===== src/rtl/max_scan_ip.sv =====
// max_scan_ip: Avalon-MM slave that buffers a block of unsigned samples and,
// on command, scans the buffer one entry per clock to find the maximum value
// and the index of its first occurrence. Results, status and an interrupt
// are returned over the same slave port with a one-cycle registered read.
module max_scan_ip #(
    parameter int DATA_W = 16,
    parameter int DEPTH  = 16,
    parameter int IDX_W  = 4
) (
    input  logic        iClk,
    input  logic        iReset_n,
    input  logic        iChipselect_n,
    input  logic        iWrite_n,
    input  logic        iRead_n,
    input  logic [2:0]  iAddress,
    input  logic [31:0] iData,
    output logic [31:0] oData,
    output logic        oIrq
);

    localparam int CW = IDX_W + 1;
    localparam logic [CW-1:0] FULL = CW'(DEPTH);
    localparam logic [CW-1:0] ONE  = CW'(1);

    localparam logic [2:0] A_DATA   = 3'd0;
    localparam logic [2:0] A_CTRL   = 3'd1;
    localparam logic [2:0] A_STATUS = 3'd2;
    localparam logic [2:0] A_MAX    = 3'd3;
    localparam logic [2:0] A_IDX    = 3'd4;

    typedef enum logic {IDLE, SCAN} state_t;

    state_t              state_q, state_d;
    logic [CW-1:0]       count_q, count_d;
    logic [CW-1:0]       ptr_q, ptr_d;
    logic [DATA_W-1:0]   max_q, max_d;
    logic [IDX_W-1:0]    idx_q, idx_d;
    logic                done_q, done_d;
    logic                empty_err_q, empty_err_d;
    logic                overflow_q, overflow_d;
    logic                irq_en_q, irq_en_d;
    logic [31:0]         rdata_q, rdata_d;

    logic [DATA_W-1:0]   mem_q [DEPTH];
    logic                mem_we;
    logic [IDX_W-1:0]    mem_waddr;
    logic [DATA_W-1:0]   mem_wdata;
    logic [DATA_W-1:0]   scan_val;

    logic                wr_acc;
    logic                rd_acc;
    logic                start;
    logic                clr;
    logic                busy;
    logic                unused_data;

    assign wr_acc      = ~iChipselect_n & ~iWrite_n;
    assign rd_acc      = ~iChipselect_n & ~iRead_n;
    assign start       = wr_acc && (iAddress == A_CTRL) && iData[0];
    assign clr         = wr_acc && (iAddress == A_CTRL) && iData[1];
    assign busy        = (state_q == SCAN);
    assign scan_val    = mem_q[ptr_q[IDX_W-1:0]];
    assign unused_data = ^iData[31:DATA_W];

    assign oData = rdata_q;
    assign oIrq  = done_q & irq_en_q;

    // Register writes, scan sequencing and clear; later assignments take priority.
    always_comb begin
        state_d     = state_q;
        count_d     = count_q;
        ptr_d       = ptr_q;
        max_d       = max_q;
        idx_d       = idx_q;
        done_d      = done_q;
        empty_err_d = empty_err_q;
        overflow_d  = overflow_q;
        irq_en_d    = irq_en_q;
        mem_we      = 1'b0;
        mem_waddr   = count_q[IDX_W-1:0];
        mem_wdata   = iData[DATA_W-1:0];

        if (wr_acc) begin
            case (iAddress)
                A_DATA: begin
                    // The buffer is frozen while a scan reads it.
                    if (!busy) begin
                        if (count_q == FULL) begin
                            overflow_d = 1'b1;
                        end else begin
                            mem_we  = 1'b1;
                            count_d = count_q + ONE;
                        end
                    end
                end
                A_CTRL: irq_en_d = iData[2];
                A_STATUS: begin
                    if (iData[1]) done_d     = 1'b0;
                    if (iData[2]) overflow_d = 1'b0;
                end
                default: ;
            endcase
        end

        case (state_q)
            IDLE: begin
                if (start) begin
                    if (count_q == '0) begin
                        done_d      = 1'b1;
                        empty_err_d = 1'b1;
                        max_d       = '0;
                        idx_d       = '0;
                    end else begin
                        max_d       = mem_q[0];
                        idx_d       = '0;
                        ptr_d       = ONE;
                        done_d      = 1'b0;
                        empty_err_d = 1'b0;
                        state_d     = SCAN;
                    end
                end
            end
            SCAN: begin
                if (ptr_q < count_q) begin
                    // Strict compare keeps the lowest index on ties.
                    if (scan_val > max_q) begin
                        max_d = scan_val;
                        idx_d = ptr_q[IDX_W-1:0];
                    end
                    ptr_d = ptr_q + ONE;
                end else begin
                    done_d  = 1'b1;
                    state_d = IDLE;
                end
            end
            default: state_d = IDLE;
        endcase

        if (clr) begin
            state_d     = IDLE;
            count_d     = '0;
            ptr_d       = '0;
            max_d       = '0;
            idx_d       = '0;
            done_d      = 1'b0;
            empty_err_d = 1'b0;
            overflow_d  = 1'b0;
        end
    end

    // Read data mux; the registered value holds between reads.
    always_comb begin
        rdata_d = rdata_q;
        if (rd_acc) begin
            case (iAddress)
                A_DATA:   rdata_d = 32'(count_q);
                A_CTRL:   rdata_d = {29'd0, irq_en_q, 2'b00};
                A_STATUS: rdata_d = {16'd0, 8'(count_q), 4'd0, empty_err_q, overflow_q, done_q, busy};
                A_MAX:    rdata_d = 32'(max_q);
                A_IDX:    rdata_d = 32'(idx_q);
                default:  rdata_d = '0;
            endcase
        end
    end

    // Control, result and read-data registers with asynchronous reset.
    always_ff @(posedge iClk or negedge iReset_n) begin
        if (!iReset_n) begin
            state_q     <= IDLE;
            count_q     <= '0;
            ptr_q       <= '0;
            max_q       <= '0;
            idx_q       <= '0;
            done_q      <= 1'b0;
            empty_err_q <= 1'b0;
            overflow_q  <= 1'b0;
            irq_en_q    <= 1'b0;
            rdata_q     <= '0;
        end else begin
            state_q     <= state_d;
            count_q     <= count_d;
            ptr_q       <= ptr_d;
            max_q       <= max_d;
            idx_q       <= idx_d;
            done_q      <= done_d;
            empty_err_q <= empty_err_d;
            overflow_q  <= overflow_d;
            irq_en_q    <= irq_en_d;
            rdata_q     <= rdata_d;
        end
    end

    // Sample buffer: plain RAM, contents survive reset and clear.
    always_ff @(posedge iClk) begin
        if (mem_we) begin
            mem_q[mem_waddr] <= mem_wdata;
        end
    end

endmodule


===== config.mk =====
export PLATFORM = sky130hd
export DESIGN_NAME = max_scan_ip
export DESIGN_NICKNAME = d
export VERILOG_FILES = /design/src/rtl/max_scan_ip.sv
export SDC_FILE = /design/constraint.sdc
export NUM_CORES = 1
export LEC_CHECK = 0
export BUFFER_PORTS_ARGS = -buffer_cell sky130_fd_sc_hd__buf_2
export CORE_UTILIZATION = 50
export CTS_CLUSTER_DIAMETER = 200
export DETAILED_ROUTE_END_ITERATION = 8
export GPL_TIMING_DRIVEN = 0
export PLACE_DENSITY = 0.69
export SYNTH_ARGS = -nofsm -noshare
export SYNTH_HDL_FRONTEND = slang
export SYNTH_SLANG_ARGS = --single-unit

===== constraint.sdc =====
create_clock -name iClk -period 4.4 [get_ports iClk]
set_input_delay 0.66 -clock iClk [delete_from_list [all_inputs] [get_ports iClk]]
set_output_delay 0.66 -clock iClk [all_outputs]
set_load 0.02 [all_outputs]

==> metrics.md, run 1 <==
| Metric | Value |
|---|---|
| Final hold vios | `0` |
| Chip Width | `~160 um` |
| Most frequent cell after synthesis | `edfxtp_1` |
| # DRC | `0` |
| Htree depth | `2` |
| CP required | `between 4 and 5 ns` |
| Vias per cell | `6.10` |
| Maximum vdd drop | `0.000381 V` |
| Largest cells by area after synthesis | `edfxtp_1 60%, mux4_2 14%, dfrtp_1 9.9%` |
| Total power | `8440 uW` |
| Register area share after synthesis | `between 60 and 70%` |
| Core Box Area | `0.0253 mm2` |
| Overall Global Routing Usage | `about a quarter` |
| Largest area contributor in the netlist | `edfxtp_1` |
| Crit path launch type | `flop` |
| Input/output buffers | `39` |
| Iteration count of the initial detailed-routing pass | `5` |
| CP Launch Point | `ptr_q[2]$_DFFE_PN0P_` |
| Final WS setup | `between 0.15 and 0.2 ns` |
| Max cap viols | `0` |
| Die area | `0.0264 mm2` |
| Syn Area/Cell | `18.3 um2` |
| # IOs | `between 70 and 80` |
| DP Worst Slack | `-0.371 ns` |
| Yosys reg bits | `307` |
| Starting DRT DRC Count | `just over 700` |
| Clock Skew | `approximately 0.020 ns` |
| Final number of max-transition violations | `0` |
| Pleak | `about 0.0054 uW` |
| Chip height | `about 160 um` |
| Layout area overhead | `14.0%` |
| Crit path arrival time | `4.62 ns` |
| DR WL/cell | `roughly 26 um` |
| Outcome | `complete, no violations` |
| Main synth FF type | `edfxtp_1` |
| Final net count | `between 800 and 900` |
| HPWL Detailed | `~19 mm` |
| Num CTS Buffers | `34` |
| Synth top area share | `between 50% and 60%` |
| Initial core utilization | `51.0%` |
| Share of cells above drive strength 1 | `approximately 28%` |
| Kind of critical path | `flop to flop` |
| Worst slew pin tran | `1.39 ns` |
| Syn. warnings | `0` |
| Post-CTS Setup Bufs | `0` |
| Cell area after layout | `around 0.015 mm2` |
| GR Overflow Total | `0` |
| DP Area | `between 0.01 and 0.015 mm2` |
| Tmin final | `around 4.2 ns` |
| Final GP Congestion | `between 0.9 and 1` |
| Hold Slack | `approximately 0.4 ns` |
| HP Class | `primary input to async pin` |
| Clock Root Buffer | `clkbuf_16` |
| Setup violators final | `0` |
| Cells after synthesis | `roughly 710` |
| RSZ-0062 raised after global routing | `false` |
| Row count | `58` |
| Post-DRT Antenna Nets | `0` |
| Post-Syn Area | `about 0.013 mm2` |
| CTS Sinks | `between 300 and 400` |
| Post-synth EDFFs | `256` |
| PD cells | `about 570 mW/mm2` |
| Max Clock Freq | `approximately 240 MHz` |
| Largest net degree at the start of global routing | `52` |
| First-pass GRT wire length | `around 45 mm` |
| Worst slew margin | `7.52%` |
| Reg2reg start | `ptr_q[2]$_DFFE_PN0P_` |
| Most instantiated cells after synthesis | `256 x edfxtp_1, 79 x mux4_2, 51 x dfrtp_1` |
| Clk_lat worst skew | `0.52 ns` |
| Worst-path clk slew | `~0.06 ns` |
| Max clock buf depth | `3` |
| CTS tree | `yes` |
| Vias in the first global route | `a little over 7000` |
| Final Cycle Share | `between 90% and 100%` |
| Post-synth ARST share | `around 17%` |
| Synth cell types | `49` |
| Total number of vias | `between 7000 and 8000` |
| Final core occ | `between 50% and 60%` |
| Initial antenna violation count | `0` |
| Crit Path Max Fanout | `10` |
| Worst setup EP type | `flop` |
| WL final | `~30 mm` |
| N_diodes | `0` |
## layer usage
metal | GRT usage, % | vias to the layer above | wire length (um)
met4 | 9.56 | 0 | 1110
met5 | 0 | - | 0
met3 | 4.23 | 74 | 2340
met1 | 32.8 | 3634 | 12300
li1 | - | 2975 | -
met2 | 37.8 | 339 | 14400
## sequential cells by signal, indices dropped and copies added (netlist names)
signal / flops
busy: 1
idx_q: 4
max_q: 16
empty_err_q: 1
count_q: 5
done_q: 1
mem_q: 256
oData: 16
overflow_q: 1
irq_en_q: 1
ptr_q: 5
## through the flow
step                setup TNS, ns  instances
floorplan                       0        720
global placement           -11.02       1089
detailed placement          -6.39       1091
CTS                             0       1152
global route                    0       1152
finish                          0       1152
## final timing paths
path | cells past startpoint | end | slack, ns
min in group iClk | 2 | oData[4]$_DFFE_PN0P_ | 0.47
setup reg to reg | 13 | max_q[2]$_DFFE_PN0P_ | 0.17
max in group asynchronous | 1 | oData[11]$_DFFE_PN0P_ | 3.27
hold / removal | 1 | max_q[3]$_DFFE_PN0P_ | 0.40
setup / recovery | 13 | max_q[2]$_DFFE_PN0P_ | 0.17
hold reg to reg | 2 | oData[1]$_DFFE_PN0P_ | 0.48
## power by group
part | switching [uW] | internal (uW) | total, uW | leakage [uW]
Combinational | 1200 | 1050 | 2260 | 0.00187
Sequential | 168 | 3300 | 3470 | 0.00296
Clock | 1100 | 1620 | 2720 | 0.000531
Total | 2470 | 5970 | 8440 | 0.00536
## worst max-delay path: stages, from the launching register on
cell and delay (ns):
dfrtp_1 0.35, clkbuf_1 0.21, buf_2 0.34, clkbuf_4 0.34, mux4_2 0.32, mux4_2 0.52
ha_1 0.32, nand4_1 0.23, nor3_2 0.34, nand4_1 0.13, o21a_1 0.13, o2bb2ai_1 0.15
buf_2 0.34, mux2_2 0.38
## layout by cell type (no fill, tap or decap), types with 3 or more instances in the layout
master       n
nor4_1       3
inv_1       26
clkbuf_1    19
buf_4       17
xor2_1       3
nand4_1      7
clkinv_2     5
mux2_2      19
conb_1      16
a21oi_1     16
nand2_1     25
nor2_1      26
nand3_1      6
clkbuf_16   35
mux2i_1     14
clkinv_1     6
clkbuf_2     4
ha_1        25
o21a_1       3
o21ai_0     16
and3_1      17
nor3_1       5
a22o_1      22
buf_2       48
mux4_2      79
xnor2_1      3
or2_2        3
edfxtp_1   256
buf_6        4
nor3_2       3
dfrtp_1     51
## kinds of logic (layout without fill, tap and decap cells)
family | Yosys count | after routing | synth area share [%]
AND/OR/NAND/NOR | 107 | 107 | 4.20
buffers and inverters | 76 | 178 | 3.10
XOR/XNOR | 6 | 6 | 0.408
AO/OA/AOI/OAI | 71 | 71 | 3.75
multiplexers | 112 | 112 | 16.6
adder cells (fa/ha/maj) | 25 | 25 | 2.43
flip-flops | 307 | 307 | 69.5
other | 1 | 16 | 0.0291
## layout make-up
class                      count  area [um2]
buffer                        48         314
tap                          330         413
inverter                      28         105
timing repair buffer          41         218
clock inverter                16         149
multi-input combinational    337        3600
fill                        1879       10600
sequential                   307        8960
clock buffer                  45         933
## what timing repair did
action | CTS | global route
hold buffers | 0 | 0
cloned | 0 | 0
gates resized for setup | 12 | 2
endpoints found under the setup margin | 20 | 20
Power figures use the tool's default switching activity.
==> inputs of run 2 (changes only) <==
ABC_AREA = 1   (was not set)
==> metrics.md, run 2 <==
| Metric | Value |
|---|---|
| Outcome | `complete, no violations` |
| Row count | `62` |
| Post-synth EDFFs | `256` |
| Pleak | `about 0.0075 uW` |
| Crit path launch type | `flop` |
| Final WS setup | `between 1 and 1.5 ns` |
| Clock power share | `28.7%` |
| Worst R2R Path Depth | `21` |
| Htree depth | `2` |
| CTS Sinks | `about 300` |
| Post-DRT Antenna Nets | `0` |
| Register area | `between 0.008 and 0.009 mm2` |
| Num CTS Buffers | `34` |
| Worst setup EP type | `flop` |
| Cells after synthesis | `roughly 1600` |
| Layout fillers | `2423` |
| Max clock buf depth | `3` |
| Clk_lat worst skew | `between 0.5 and 0.6 ns` |
| Max cap viols | `0` |
| Max Clock Freq | `307 MHz` |
| CP required | `4.85 ns` |
| Input/output buffers | `39` |
| Worst slew pin tran | `between 1 and 1.5 ns` |
| Most frequent cell after synthesis | `nand2_1` |
| Post-CTS Hold Fix Bufs | `0` |
| PD cells | `~580 mW/mm2` |
| Synth top area share | `a little over half` |
| Chip Width | `roughly 170 um` |
| Crit-path cells | `inv_2 -> clkbuf_1 -> nand2_1 -> nand3_1 -> nand2_1 -> nand2_1 -> nand2_1 -> inv_1 -> nand2_1 -> ha_1 -> nand2_1 -> inv_1 -> nand3_1 -> nor2_1 -> nand2_1 -> nand2_1 -> nand2_1 -> nand2_1 -> buf_2 -> nand3_1 -> nand2_1` |
| Switching Fraction | `37.4%` |
| DP Worst Slack | `approximately 0.94 ns` |
| Final hold vios | `0` |
| Clock Root Buffer | `clkbuf_16` |
| Initial antenna violation count | `0` |
| Overall Global Routing Usage | `around 25%` |
| Total number of vias | `around 11000` |
| Largest area contributor in the netlist | `edfxtp_1` |
| Yosys reg bits | `between 300 and 400` |
| Starting DRT DRC Count | `roughly 910` |
| First-pass GRT wire length | `between 50 and 60 mm` |
| Crit path arrival time | `about 3.7 ns` |
| Most instantiated cells after synthesis | `533 x nand2_1, 256 x edfxtp_1, 255 x inv_1` |
| WL final | `~37 mm` |
| HPWL Detailed | `around 26 mm` |
| GR Overflow Total | `0` |
| Crit Path Max Fanout | `10` |
| Worst slew margin | `a little over a tenth` |
| Synth cell types | `35` |
| Commonest non-fill, non-tap cell in the layout | `nand2_1` |
| Hold Slack | `0.375 ns` |
| DP Area | `approximately 0.015 mm2` |
| Multi-input logic area | `about 0.0042 mm2` |
| Initial core utilization | `between 50% and 60%` |
| # DRC | `0` |
| Cell at the slowest stage of the critical path | `clkbuf_1` |
| Clock Skew | `0.0125 ns` |
| Cell area after layout | `approximately 0.016 mm2` |
| Chip height | `approximately 170 um` |
| Core Box Area | `approximately 0.029 mm2` |
| Tmin final | `approximately 3.3 ns` |
| HP Class | `primary input to async pin` |
| Total power | `roughly 9500 uW` |
| Largest cells by area after synthesis | `edfxtp_1 53%, nand2_1 14%, dfrtp_1 8.8%` |
| Iteration count of the initial detailed-routing pass | `5` |
| Setup violators final | `0` |
| Final TNS setup | `0 ns` |
| Register area share after synthesis | `between 60% and 70%` |
| DR WL/cell | `~18 um` |
| Final GP Congestion | `roughly 0.93` |
| Vias in the first global route | `~10000` |
| Most common cell on crit path | `nand2_1` |
| Post-CTS Setup Bufs | `0` |
| Die area | `just under 0.03 mm2` |
| Share of cells above drive strength 1 | `between 10% and 20%` |
| Syn Area/Cell | `roughly 9.4 um2` |
| Largest net degree at the start of global routing | `52` |
| Sequential share of power | `between 30% and 40%` |
| Logic pwr share | `35.0%` |
| Main synth FF type | `edfxtp_1` |
| Kind of critical path | `flop to flop` |
| Syn. warnings | `0` |
| Vias per cell | `approximately 5.2` |
| Switching power | `around 3600 uW` |
| Worst-path clk slew | `approximately 0.06 ns` |
| Final net count | `approximately 1700` |
| Maximum vdd drop | `between 0.0002 and 0.0003 V` |
| Post-CTS Resized | `0` |
| Max reg flops | `~260` |
| Final number of max-transition violations | `0` |
| RSZ-0062 raised after global routing | `false` |
| Layout area overhead | `13.2%` |
| Post-synth ARST share | `between 10% and 20%` |
| Internal power | `5950 uW` |
| Most flop-heavy register | `mem_q` |
| Post-Syn Area | `0.0146 mm2` |
| CTS tree | `yes` |
| # IOs | `73` |
| Final Cycle Share | `between 70% and 80%` |
| Worst path max stage delay | `~0.52 ns` |
| Most frequent cells in the layout | `533 x nand2_1, 256 x edfxtp_1, 255 x inv_1, 178 x nand3_1, 73 x buf_2` |
==> run 2: cell count changes after synthesis, moves of 6 or more <==
| cell | delta |
|---|---|
| inv_1 | +229 |
| and3_1 | -17 |
| o22ai_1 | +6 |
| mux4_2 | -79 |
| buf_2 | +25 |
| o21ai_0 | +34 |
| mux2i_1 | -14 |
| nand3_1 | +172 |
| a21oi_1 | +15 |
| nand2_1 | +508 |
| a22o_1 | -22 |
| mux2_2 | -11 |
| nor2_1 | +8 |
==> run 2: kinds of logic (layout without fill, tap and decap cells) <==
kind of cell | count (synthesis) | after routing | synth area share, %
AND/OR/NAND/NOR | 770 | 770 | 22.1
buffers and inverters | 344 | 449 | 9.92
flip-flops | 307 | 307 | 61.6
AO/OA/AOI/OAI | 98 | 98 | 3.59
adder cells (fa/ha/maj) | 25 | 25 | 2.15
multiplexers | 8 | 8 | 0.619
other | 1 | 17 | 0.0258
==> run 2: metal layers <==
metal / GRT usage, % / up-vias / wire length, um / share of wire (%)
li1: - / 5144 / - / -
met1: 34.8 / 5035 / 15800 / 43
met2: 39.3 / 428 / 16500 / 45
met3: 4.44 / 66 / 2810 / 7.6
met4: 11.2 / 0 / 1600 / 4.3
met5: 0 / - / 0 / 0
==> run 2: final cells by class <==
type	instances	area share (%)
antenna	1	0.0152
buffer	82	2.77
clock buffer	42	5.60
clock inverter	18	0.843
inverter	262	6.00
multi-input combinational	917	25.7
sequential	307	54.4
tap	384	2.92
timing repair buffer	45	1.71
==> run 2: final timing paths <==
kind,startpoint,to,slack [ns]
setup / recovery,ptr_q[0]$_DFFE_PN0P_,max_q[13]$_DFFE_PN0P_,1.14
hold / removal,iReset_n,overflow_q$_DFFE_PN0P_,0.37
setup reg to reg,ptr_q[0]$_DFFE_PN0P_,max_q[13]$_DFFE_PN0P_,1.14
hold reg to reg,idx_q[1]$_DFFE_PN0P_,idx_q[1]$_DFFE_PN0P_,0.47
max in group asynchronous,iReset_n,count_q[4]$_DFFE_PN0P_,3.34
min in group iClk,idx_q[1]$_DFFE_PN0P_,idx_q[1]$_DFFE_PN0P_,0.47
==> run 2: through the flow <==
stage	utilization, %	instances
2_1_floorplan	-	1568
3_3_place_gp	53.2	1991
3_5_place_dp	53.6	1997
4_1_cts	57.3	2057
5_1_grt	57.4	2057
6_report	57.4	2058
==> run 2: critical path, delay by kind of cell (launching register included) <==
kind          cells  cell delay, ns
simple gates     15            1.28
buf+inv           5            1.12
fa+ha+maj         1            0.32
flops             1            0.46
==> run 2: power by group through the flow <==
stage / clock network (uW) / registers, uW / logic (uW)
3_3_place_gp: 0 / 3500 / 3190
2_1_floorplan: 0 / 3490 / 2250
5_1_grt: 2860 / 3470 / 3720
4_1_cts: 2760 / 3450 / 3290
6_report: 2730 / 3450 / 3330
3_5_place_dp: 0 / 3510 / 3270
==> inputs of run 3 (changes only) <==
PLACE_DENSITY = 0.72   (was 0.69)
clock period = 2.75 ns   (was 4.4 ns; I/O delays follow)
==> metrics.md, run 3 (synthesized netlist as in run 2, its figures left out) <==
| Metric | Value |
|---|---|
| Vias per cell | `~5.3` |
| Cell count after placement | `1995` |
| Post-DRT Antenna Nets | `0` |
| WL final | `about 38 mm` |
| Cell area after layout | `between 0.015 and 0.02 mm2` |
| Setup violators final | `20` |
| Pleak | `between 0.007 and 0.008 uW` |
| Internal power | `between 10000 and 15000 uW` |
| Final TNS setup | `-3.05 ns` |
| Crit Path Max Fanout | `8` |
| CTS Sinks | `between 300 and 400` |
| Commonest non-fill, non-tap cell in the layout | `nand2_1` |
| Failing checks | `negative setup slack` |
| HPWL Detailed | `24.9 mm` |
| Switching power | `~6600 uW` |
| Worst path max stage delay | `slightly below 0.5 ns` |
| Crit-path cells | `clkinv_4 -> clkbuf_16 -> clkbuf_16 -> nand2_1 -> nand2_1 -> nand2_1 -> nand3_1 -> nand3_2 -> nand2_2 -> ha_4 -> nand2_1 -> nand2_1 -> nand2_1 -> a21oi_1 -> nor2_1 -> nand2_1 -> nand2_2 -> nand2_4 -> nand2_8 -> clkbuf_16 -> nand2_2 -> nand2_1` |
| Finished Layout Cells | `between 2000 and 2500` |
| PD cells | `between 900 and 1000 mW/mm2` |
| Final GP Congestion | `around 0.93` |
| Maximum vdd drop | `0.000557 V` |
| Max Clock Freq | `around 340 MHz` |
| Total number of vias | `roughly 11000` |
| Post-CTS Hold Fix Bufs | `0` |
| Iteration count of the initial detailed-routing pass | `6` |
| Max cap viols | `0` |
| # IOs | `73` |
| DP Worst Slack | `-0.398 ns` |
| Tmin final | `~2.9 ns` |
| Row count | `between 60 and 70` |
| DP Area | `roughly 0.015 mm2` |
| Max reg flops | `roughly 260` |
| Final WS setup | `-0.200 ns` |
| Largest net degree at the start of global routing | `52` |
| Crit path arrival time | `3.41 ns` |
| Clock Skew | `around 0.018 ns` |
| Final Cycle Share | `107%` |
| R2r setup slk | `-0.20 ns` |
| Num CTS Buffers | `31` |
| Total power | `17600 uW` |
| HP Class | `primary input to async pin` |
| Logic pwr share | `a little over two fifths` |
| Most common cell on crit path | `nand2_1` |
| Sequential share of power | `about a third` |
| CP required | `between 3 and 4 ns` |
| Starting DRT DRC Count | `approximately 1100` |
| Share of cells above drive strength 1 | `20.7%` |
| Multi-input logic area | `between 0.004 and 0.005 mm2` |
| RSZ-0062 raised after global routing | `true` |
| Htree depth | `1` |
| Core Box Area | `around 0.029 mm2` |
| Clock Root Buffer | `clkbuf_16` |
| Register area | `0.00897 mm2` |
| Chip Width | `173 um` |
| Layout area overhead | `21.1%` |
| Worst slew margin | `about a quarter` |
| CTS tree | `yes` |
| Outcome | `finished with violations` |
| Final hold vios | `0` |
| Final net count | `1724` |
| Clk_lat worst skew | `0.57 ns` |
| Most flop-heavy register | `mem_q` |
| Final number of max-transition violations | `0` |
| N_diodes | `0` |
| Layout fillers | `around 2200` |
| First-pass GRT wire length | `roughly 55 mm` |
| Max clock buf depth | `3` |
| # DRC | `0` |
| GR Overflow Total | `0` |
| Worst setup EP type | `flop` |
| Worst slew pin tran | `between 1 and 1.5 ns` |
| Clock power share | `around a quarter` |
| Worst-path clk slew | `~0.06 ns` |
| Initial antenna violation count | `1` |
| Overall Global Routing Usage | `24.3%` |
| Crit path launch type | `flop` |
| Chip height | `approximately 170 um` |
| Input/output buffers | `39` |
| Die area | `between 0.02 and 0.03 mm2` |
| Vias in the first global route | `~9900` |
| Cell at the slowest stage of the critical path | `dfrtp_2` |
| Most frequent cells in the layout | `489 x nand2_1, 256 x edfxtp_1, 242 x inv_1, 136 x nand3_1` |
| DR WL/cell | `18.6 um` |
| Switching Fraction | `37.5%` |
| Initial core utilization | `between 50% and 60%` |
| Kind of critical path | `flop to flop` |
-- run 3: path summary, 6_finish.rpt --
path	end	startpoint	cells past startpoint
max	max_q[6]$_DFFE_PN0P_	ptr_q[0]$_DFFE_PN0P_	22
min	oData[10]$_DFFE_PN0P_	iReset_n	1
max reg2reg	max_q[6]$_DFFE_PN0P_	ptr_q[0]$_DFFE_PN0P_	22
min reg2reg	max_q[12]$_DFFE_PN0P_	max_q[12]$_DFFE_PN0P_	2
max in group asynchronous	ptr_q[2]$_DFFE_PN0P_	iReset_n	1
min in group iClk	mem_q[1][12]$_DFFE_PP_	iData[12]	1
-- run 3: layout make-up --
type,instances,share of cell area [%]
buffer,82,3.93
clock buffer,33,4.44
clock inverter,24,1.86
inverter,262,5.66
multi-input combinational,917,27.6
sequential,307,50.9
tap,384,2.73
timing repair buffer,58,2.88
-- run 3: power by group through the flow --
stage	registers, uW	clock network (uW)	logic (uW)
2_1_floorplan	5590	0	3590
3_3_place_gp	5600	0	5060
3_5_place_dp	5610	0	5200
4_1_cts	5520	4620	5500
5_1_grt	5600	4780	8070
6_report	5580	4560	7440
-- run 3: per-layer routing --
layer / wire, um / vias up / GRT usage, %
met3: 3280 / 78 / 2.84
met4: 1620 / 0 / 10.1
met5: 0 / - / 0
li1: - / 5167 / -
met2: 18100 / 535 / 39.9
met1: 15500 / 5140 / 32.9
-- run 3: what timing repair did --
action                     in CTS  in global routing
resized for setup              74                185
setup endpoints to repair     164                199
buffers inserted                1                  4
pin swaps                       0                 31
cloned                          0                 10
-- run 3: per-stage QoR --
| step | utilization (%) | hold slack (ns) |
|---|---|---|
| 6_report | 61.4 | 0.0657 |
| 3_3_place_gp | 53.2 | 0.455 |
| 5_1_grt | 61.4 | 0.148 |
| 3_5_place_dp | 53.5 | 0.460 |
| 2_1_floorplan | - | 0.117 |
| 4_1_cts | 58.0 | 0.0893 |
-- run 3: worst max-delay path, delay by kind of cell (launching register included) --
family,cells,cell delay (ns)
flip-flops,1,0.49
AO/OA/AOI/OAI,1,0.12
buffers and inverters,4,0.70
AND/OR/NAND/NOR,16,1.24
adder cells (fa/ha/maj),1,0.29
